===== src/rtl/sim_mem_port_arbiter.sv =====
// Round-robin, single-outstanding arbiter sharing one backing-memory read port between N_REQ
// requesters, with response routing and a stuck-transaction watchdog. SIM_MEM_ARB_PERF_EN adds grant counters.
module sim_mem_port_arbiter #(
    parameter int unsigned N_REQ   = 3,
    parameter int unsigned ADDR_W  = 40,
    parameter int unsigned DATA_W  = 128,
    parameter int unsigned ID_W    = 8,
    parameter int unsigned TIMEOUT = 1024
) (
    input  logic                    tb_clk,
    input  logic                    tb_rstn,
    input  logic [N_REQ-1:0]        req_valid_i,
    output logic [N_REQ-1:0]        req_ready_o,
    input  logic [N_REQ*ADDR_W-1:0] req_addr_i,
    input  logic [N_REQ*ID_W-1:0]   req_id_i,
    output logic [N_REQ-1:0]        resp_valid_o,
    input  logic [N_REQ-1:0]        resp_ready_i,
    output logic [DATA_W-1:0]       resp_data_o,
    output logic [ID_W-1:0]         resp_id_o,
    output logic                    resp_last_o,
    output logic                    mem_req_valid_o,
    input  logic                    mem_req_ready_i,
    output logic [ADDR_W-1:0]       mem_req_addr_o,
    output logic [ID_W+1:0]         mem_req_id_o,
    input  logic                    mem_resp_valid_i,
    output logic                    mem_resp_ready_o,
    input  logic [DATA_W-1:0]       mem_resp_data_i,
    input  logic [ID_W+1:0]         mem_resp_id_i,
    input  logic                    mem_resp_last_i,
    output logic                    busy_o,
    output logic                    id_err_o,
    output logic                    timeout_o
`ifdef SIM_MEM_ARB_PERF_EN
    ,
    output logic [N_REQ*32-1:0]     perf_grants_o
`endif
);

    localparam int unsigned SRC_W = 2;
    localparam int unsigned WD_W  = 16;

    typedef enum logic [1:0] {IDLE, ISSUE, WAIT_RESP} state_t;

    state_t             state_q, state_d;
    logic [SRC_W-1:0]   last_grant_q, last_grant_d;
    logic [SRC_W-1:0]   src_q, src_d;
    logic [ADDR_W-1:0]  addr_q, addr_d;
    logic [ID_W-1:0]    id_q, id_d;
    logic [WD_W-1:0]    wd_q, wd_d;
    logic               id_err_d, timeout_d;
    logic [SRC_W-1:0]   win, cand;
    logic               win_vld;
    logic               tag_match;
    logic               done;

    assign mem_req_addr_o = addr_q;
    assign mem_req_id_o   = {src_q, id_q};
    assign tag_match      = (mem_resp_id_i == {src_q, id_q});

    // Round-robin pick: first valid requester after the last completed owner.
    always_comb begin
        win     = '0;
        win_vld = 1'b0;
        cand    = '0;
        for (int unsigned k = 1; k <= N_REQ; k++) begin
            cand = SRC_W'((32'(last_grant_q) + k) % N_REQ);
            if (!win_vld && req_valid_i[cand]) begin
                win     = cand;
                win_vld = 1'b1;
            end
        end
    end

    always_comb begin
        state_d          = state_q;
        last_grant_d     = last_grant_q;
        src_d            = src_q;
        addr_d           = addr_q;
        id_d             = id_q;
        wd_d             = wd_q;
        id_err_d         = id_err_o;
        timeout_d        = timeout_o;
        done             = 1'b0;
        req_ready_o      = '0;
        resp_valid_o     = '0;
        resp_data_o      = '0;
        resp_id_o        = '0;
        resp_last_o      = 1'b0;
        mem_resp_ready_o = 1'b0;
        unique case (state_q)
            IDLE: begin
                // Stray beats with nothing outstanding are drained and flagged.
                mem_resp_ready_o = tb_rstn;
                if (mem_resp_valid_i) id_err_d = 1'b1;
                if (win_vld && tb_rstn) begin
                    req_ready_o[win] = 1'b1;
                    src_d            = win;
                    addr_d           = req_addr_i[32'(win)*ADDR_W +: ADDR_W];
                    id_d             = req_id_i[32'(win)*ID_W +: ID_W];
                    wd_d             = '0;
                    state_d          = ISSUE;
                end
            end
            ISSUE: begin
                wd_d             = wd_q + WD_W'(1);
                mem_resp_ready_o = 1'b1;
                if (mem_resp_valid_i) id_err_d = 1'b1;
                if (mem_req_ready_i) state_d = WAIT_RESP;
            end
            WAIT_RESP: begin
                wd_d = wd_q + WD_W'(1);
                if (tag_match) begin
                    resp_valid_o[src_q] = mem_resp_valid_i;
                    mem_resp_ready_o    = resp_ready_i[src_q];
                    resp_data_o         = mem_resp_data_i;
                    resp_id_o           = mem_resp_id_i[ID_W-1:0];
                    resp_last_o         = mem_resp_last_i;
                    done = mem_resp_valid_i && resp_ready_i[src_q] && mem_resp_last_i;
                end else begin
                    mem_resp_ready_o = 1'b1;
                    if (mem_resp_valid_i) id_err_d = 1'b1;
                end
            end
            default: state_d = IDLE;
        endcase
        // A completing last beat wins over a watchdog expiring in the same cycle.
        if (done) begin
            state_d      = IDLE;
            last_grant_d = src_q;
        end else if (state_q != IDLE && wd_q == WD_W'(TIMEOUT - 1)) begin
            timeout_d    = 1'b1;
            state_d      = IDLE;
            last_grant_d = src_q;
        end
    end

    always_ff @(posedge tb_clk or negedge tb_rstn) begin
        if (!tb_rstn) begin
            state_q         <= IDLE;
            last_grant_q    <= SRC_W'(N_REQ - 1);
            src_q           <= '0;
            addr_q          <= '0;
            id_q            <= '0;
            wd_q            <= '0;
            busy_o          <= 1'b0;
            mem_req_valid_o <= 1'b0;
            id_err_o        <= 1'b0;
            timeout_o       <= 1'b0;
        end else begin
            state_q         <= state_d;
            last_grant_q    <= last_grant_d;
            src_q           <= src_d;
            addr_q          <= addr_d;
            id_q            <= id_d;
            wd_q            <= wd_d;
            busy_o          <= (state_d != IDLE);
            mem_req_valid_o <= (state_d == ISSUE);
            id_err_o        <= id_err_d;
            timeout_o       <= timeout_d;
        end
    end

`ifdef SIM_MEM_ARB_PERF_EN
    logic [31:0] perf_q [N_REQ];

    // Saturating per-requester grant counters.
    always_ff @(posedge tb_clk or negedge tb_rstn) begin
        if (!tb_rstn) begin
            for (int i = 0; i < N_REQ; i++) perf_q[i] <= '0;
        end else begin
            for (int i = 0; i < N_REQ; i++) begin
                if (req_ready_o[i] && perf_q[i] != '1) perf_q[i] <= perf_q[i] + 32'd1;
            end
        end
    end

    for (genvar g = 0; g < N_REQ; g++) begin : g_perf
        assign perf_grants_o[g*32 +: 32] = perf_q[g];
    end

    final begin
        for (int i = 0; i < N_REQ; i++)
            $display("[sim_mem_port_arbiter] requester %0d grants %0d", i, perf_q[i]);
    end
`endif

endmodule


===== config.mk =====
export PLATFORM = sky130hd
export DESIGN_NAME = sim_mem_port_arbiter
export DESIGN_NICKNAME = d
export VERILOG_FILES = /design/src/rtl/sim_mem_port_arbiter.sv
export SDC_FILE = /design/constraint.sdc
export NUM_CORES = 1
export LEC_CHECK = 0
export CELL_PAD_IN_SITES_DETAIL_PLACEMENT = 1
export CELL_PAD_IN_SITES_GLOBAL_PLACEMENT = 1
export CORE_AREA = 2 2 192 194
export CTS_CLUSTER_DIAMETER = 50
export CTS_CLUSTER_SIZE = 28
export DETAILED_ROUTE_END_ITERATION = 8
export DIE_AREA = 0 0 194 196
export PLACE_DENSITY = 0.61
export SYNTH_ARGS = -nofsm -noshare
export SYNTH_HDL_FRONTEND = slang
export SYNTH_SLANG_ARGS = --single-unit

===== constraint.sdc =====
create_clock -name tb_clk -period 5.5 [get_ports tb_clk]
set_clock_uncertainty 0.05 [all_clocks]
set_input_delay 0.55 -clock tb_clk [delete_from_list [all_inputs] [get_ports tb_clk]]
set_output_delay 0.55 -clock tb_clk [all_outputs]
set_load 0.02 [all_outputs]

Word-level counts from Yosys, hierarchy flattened
Cells that the tools add are included.
Word-level totals
  word-level logic and storage cells: 102
  input port bits: 293
  register bits: 74
Operators by class
  eq/ne operators: 7
  order comparisons: 7
  bitwise gates (word level): 2
  shifts and indexed selects: 2
  div/mod/pow operators: 3
  reduce and logical (&&, ||, !) cells: 22
  $mul: 1
  add/subtract/negate cells: 4
  multiplexer cells: 44
Operators with widths (number)
  128-bit 2-to-1 mux: 2
  120-bit by 9-bit variable part select with 40-bit output: 1
  32-bit by 2-bit modulo with 32-bit output, second input constant: 3
  16-bit case mux with 2 select lines: 1
  24-bit by 6-bit variable part select with 8-bit output: 1
  2-bit 2-to-1 mux: 9
  16-bit by 1-bit adder with 16-bit output, second input constant: 1
  16-bit by 10-bit == test with 1-bit output, second input constant: 1
  1-bit 2-to-1 mux: 16
  16-bit 2-to-1 mux: 1
  8-bit 2-to-1 mux: 2
  2-bit by 3-bit < comparator with 1-bit output, second input constant: 5
  3-bit 2-to-1 mux: 4
  10-bit == test: 1
  2-bit nonzero test: 5
  1-bit binary-select mux with 2-bit select: 4
  1-bit logical AND: 8
  2-bit AND reduction: 4
  2-bit by 2-bit adder with 3-bit output, second input constant: 2
  2-bit case mux with 3 select lines: 1
  2-bit by 3-bit multiplier with 5-bit output, second input constant: 1
  1-bit demux with 2-bit select: 2
  2-bit by 1-bit == test with 1-bit output, second input constant: 2
  2-bit by 1-bit greater-or-equal comparator with 1-bit output, second input constant: 2
  other kinds (10): 13

Logic depth before layout (Yosys ltp)
  depth in word-level cells: 17
  depth in mapped cells: 12
  depth with buffers taken out: 8

Worst setup path after synthesis
Ideal clock, no wire load.
  path type: register to output
  from: register last_grant_q[1]
  to: output port req_ready_o[0]
  slack: 2642 ps
  path buffers: 3
  arrival: 2258 ps
  required time: 4900 ps
  cell stages (with the launch flop): 11
  cell sequence: dfstp_2 > inv_1 > ha_1 > buf_6 > nand2b_1 > mux2i_1 > o31a_1 > nand2b_1 > buf_4 > clkbuf_1 > nor2_1
On the way
  word-level cells in the longest chain between the ends: 17
  elaborated cells on any way between the ends: 30
  classes of those cells: add/sub: 3; div: 3; order compare: 2; mux: 16; reduce/logical: 6
Ends and longest elaborated chain
  start: declaration: line 45  | logic [SRC_W-1:0] last_grant_q, last_grant_d;
  start signal: assignment: line 140  | last_grant_q <= SRC_W'(N_REQ - 1);
  start signal: assignment: line 151  | last_grant_q <= last_grant_d;
  2-bit by 1-bit adder with 3-bit output: line 66  | cand = SRC_W'((32'(last_grant_q) + k) % N_REQ);
  32-bit by 2-bit modulo with 32-bit output: line 66
  1-bit binary-select mux with 2-bit select: line 67  | if (!win_vld && req_valid_i[cand]) begin
  1-bit 2-to-1 mux (implied by the code): line 67
  1-bit 2-to-1 mux: line 67
  1-bit logical NOT: line 67
  1-bit logical AND: line 67
  1-bit 2-to-1 mux: line 67
  1-bit logical NOT: line 67
  1-bit logical AND: line 67
  2-bit 2-to-1 mux: line 67
  2-bit by 3-bit < comparator with 1-bit output (implied by the code) / 2-bit by 1-bit greater-or-equal comparator with 1-bit output (equally long branches): line 96  | req_ready_o[win] = 1'b1;
  1-bit logical AND (implied by the code): line 96
  1-bit 2-to-1 mux (implied by the code): line 96
  1-bit demux with 2-bit select: line 96
  3-bit 2-to-1 mux (*): line 95  | if (win_vld && tb_rstn) begin
  3-bit 2-to-1 mux (*): line 90  | unique case (state_q)
  end: declaration: line 13  | output logic [N_REQ-1:0] req_ready_o,
Mark *: on every way between the ends. The rest lies on a longest branch, timed or not. The select of a mux whose other input is x is not followed.

Worst setup path after layout
  from: input port mem_resp_id_i[1]
  to: output port resp_data_o[96]
On the way
  word-level cells in the longest chain between the ends: 3
Ends and longest elaborated chain
  start: declaration: line 28  | input logic [ID_W+1:0] mem_resp_id_i,
  10-bit == test: line 58  | assign tag_match = (mem_resp_id_i == {src_q, id_q});
  128-bit 2-to-1 mux: line 112  | if (tag_match) begin
  128-bit 2-to-1 mux: line 90
  end: declaration: line 18  | output logic [DATA_W-1:0] resp_data_o,
No other way between the ends.

==> run metrics <==
Worst Reg2Reg Path Length in Cells 9; # DRC 0; Worst Setup Path Type primary input to output port; max cap viols 0; Num Clock Sinks 74; Critical Path Max Stage Delay 0.65 ns; PnR Total Power 0.00312 W; largest net degree at the start of global routing 108; final hold vios 0; Final period util 75.5%; CTS Buf Count 9; H-tree depth 3; gpl congestion 0.850; Max Freq 241 MHz; CP Data Required Time 4.90 ns; routed vias/inst 4.24; switching fraction of total power 41.4%; Worst setup SP type primary input; worst hold path class register to register; full die area 38,000 um^2; CTS clk-pin slew, worst paths 0.06 ns; leakage 4.45 nW; EDFF count, synth 0; total gr overflow 0; Final Util 30.6%; Final ANT Viol Nets 0; CTS root buffer clkbuf_16; fin crit period 4.15 ns; Setup WS post-layout 1.35 ns; Final #Nets 1,384; # IOs 491; critical path arrival 3.55 ns; Die Ht 196 um; Sequential Power Share 30.2%; final wirelength 35.5 mm; HPWL Detailed 28.5 mm; Syn Area/Cell 8.78 um^2; Worst slew margin 35.8%; RSZ-0062 raised after global routing false; DR WL/cell 22.8 um; Core Rows 70; clk_lat worst skew 0.35 ns; CTS tree built; Netlist Area Pre-Place 5430 um^2; overall routing resource usage 18.1%; DRT iter0 DRCs 206; Net Count, Synth 921; Max VDD drop 0.147 mV; Synth-to-Final Area Change 103%; Fin Setup TNS 0 ns; P_int 0.00183 W; FF+latch area 1850 um^2; Worst-Margin Slew 0.957 ns; worst-path fanout max 107; YS warnings 0; Port Buffer Count 490; slowest CP cell clkdlybuf4s50_1; share of total power in the clock network 17.5%; first-pass GRT wire length 51.1 mm; DIE WIDTH 194 um; post-synthesis sequential area ratio 34.2%; multi-input logic area 3310 um^2; outcome completed; Yosys reg bits 74; setup slack at placement 1.27 ns; DR pass1 iterations 4; Initial Util 15.0%; # setup viols final 0; switching power 0.00129 W; Logic pwr share 52.3%; Gate Count Post-Synth 618; vias in the first global route 7,240; share of layout cells above drive strength 1 3.13%; crit end category output port; CP dominant cell by count clkdlybuf4s50_1; PwrDens 283 nW/um^2; Clock Tree Buf Depth 2; Synth cell types 56; core footprint 36,100 um^2; max-slew violation count 0; number of antenna violations at the first check in global routing 6; fillers 4,246; routed via count 6,609; asr flop ratio synth 100%; Hold Path Cell Cnt 1; postcts setup bufs 0; CP cell instances clkdlybuf4s50_1 -> xor2_1 -> nor4_1 -> and4_4 -> buf_12 -> and2_1 -> clkdlybuf4s50_1; ys flop type dfrtp_1
## final cells by class
type | count | share of cell area [%]
Inverter | 11 | 0.374
Timing Repair Buffer | 499 | 45.2
Clock buffer | 11 | 2.11
Tap cell | 468 | 5.31
Clock inverter | 4 | 0.181
Multi-Input combinational cell | 486 | 30.0
Sequential cell | 74 | 16.8
Antenna cell | 4 | 0.0907
## Yosys cell counts (3+ instances only)
library cell | count | share of area (%)
nand3_1 | 16 | 1.5
mux2i_1 | 53 | 9.8
and3_1 | 20 | 2.3
o2111ai_1 | 3 | 0.48
xor2_1 | 14 | 2.3
buf_2 | 10 | 0.92
nand4_1 | 3 | 0.35
dfrtp_1 | 73 | 34
a211o_1 | 3 | 0.48
inv_1 | 11 | 0.76
and2_1 | 141 | 16
nor3_1 | 5 | 0.46
o21ai_0 | 29 | 2.7
nor2b_1 | 6 | 0.69
ha_1 | 10 | 2.3
buf_6 | 5 | 1.0
nor4_1 | 4 | 0.46
nand2_1 | 24 | 1.7
a21oi_1 | 31 | 2.9
a21o_1 | 4 | 0.55
clkbuf_1 | 29 | 2.0
nor2_1 | 47 | 3.3
o211ai_1 | 9 | 1.2
nand2b_1 | 3 | 0.35
nor3b_1 | 3 | 0.42
a221o_1 | 24 | 4.4
## layout by cell type, fill, tap and decap left out, drive strengths merged, types with 4 or more instances in the layout
cell	netlist	layout
diode	0	4
xor2	14	14
a221o	24	24
nand2	24	24
nand3	16	16
a21oi	31	31
buf	17	9
ha	10	10
o211ai	9	9
and2	141	141
inv	11	11
a21o	4	4
o21ai	31	31
clkdlybuf4s50	0	489
and3	20	20
nor3	5	5
nor2	48	48
nor4	4	4
clkbuf	30	11
dfrtp	73	73
clkinv	0	4
nor2b	6	6
mux2i	54	54
## sequential cells by signal (all words and copies together) (netlist names)
signal,count
id_q,8
src_q,2
busy_o,1
wd_q,16
mem_req_addr_o,40
last_grant_q,2
mem_req_valid_o,1
state_q,2
id_err_o,1
timeout_o,1
## path summary, 6_finish.rpt
path / startpoint / endpoint / slack, ns
worst max-delay path: mem_resp_id_i[1] / resp_data_o[96] / 1.35
worst min-delay path: timeout_o$_DFFE_PN0P_ / timeout_o$_DFFE_PN0P_ / 0.42
worst max register to register: last_grant_q[0]$_DFFE_PN0P_ / mem_req_addr_o[16]$_DFFE_PN0P_ / 2.34
worst min register to register: timeout_o$_DFFE_PN0P_ / timeout_o$_DFFE_PN0P_ / 0.42
max in group asynchronous: tb_rstn / mem_req_addr_o[33]$_DFFE_PN0P_ / 3.67
min in group asynchronous: tb_rstn / mem_req_valid_o$_DFF_PN0_ / 0.54
## per-layer routing
| layer | part of all wire [%] | track usage (%) | routed length [um] |
|---|---|---|---|
| met2 | 50 | 32.1 | 17600 |
| met4 | 2.0 | 4.85 | 709 |
| met3 | 6.6 | 4.85 | 2350 |
| met1 | 42 | 21.5 | 14800 |
| met5 | 0.10 | 0 | 36 |
## critical path, delay by kind of cell
| kind | cells | cell delay [ns] |
|---|---|---|
| xor gates and xnor gates | 1 | 0.21 |
| buffers and inverters | 3 | 1.51 |
| and+or+nand+nor | 3 | 1.25 |
## timing repair
action / 4_1_cts / 5_1_grt
hold endpoints to repair: 8 / 0
resized for setup: 0 / 0
hold buffers: 1 / 0
## power by group through the flow
stage | clock [W] | sequential, W | combinational (W)
2_1_floorplan | 0 | 0.00110 | 0.000607
3_3_place_gp | 0 | 0.000944 | 0.00163
3_5_place_dp | 0 | 0.000955 | 0.00165
4_1_cts | 0.000565 | 0.000949 | 0.00166
5_1_grt | 0.000585 | 0.000976 | 0.00176
6_report | 0.000545 | 0.000941 | 0.00163
## metrics by stage
step / instance area [um^2] / std cells / hold WS, ns
after floorplan: 5430 / 618 / 0.204
after global placement: 10800 / 1537 / 0.361
after detailed placement: 10800 / 1537 / 0.359
after CTS: 11000 / 1553 / 0.415
after global routing: 11000 / 1554 / 0.446
final: 11000 / 1557 / 0.415
## cell families after synthesis
kind of cell | after synthesis | share of synthesized area (%)
AOI/OAI and AO/OA | 126 | 16.9
adders and majority gates | 10 | 2.31
buffers and inverters | 58 | 5.10
and+or+nand+nor | 282 | 29.1
muxes | 54 | 10.2
xor gates and xnor gates | 14 | 2.26
DFF | 74 | 34.2
No activity file was read; power rests on OpenSTA's default activity.
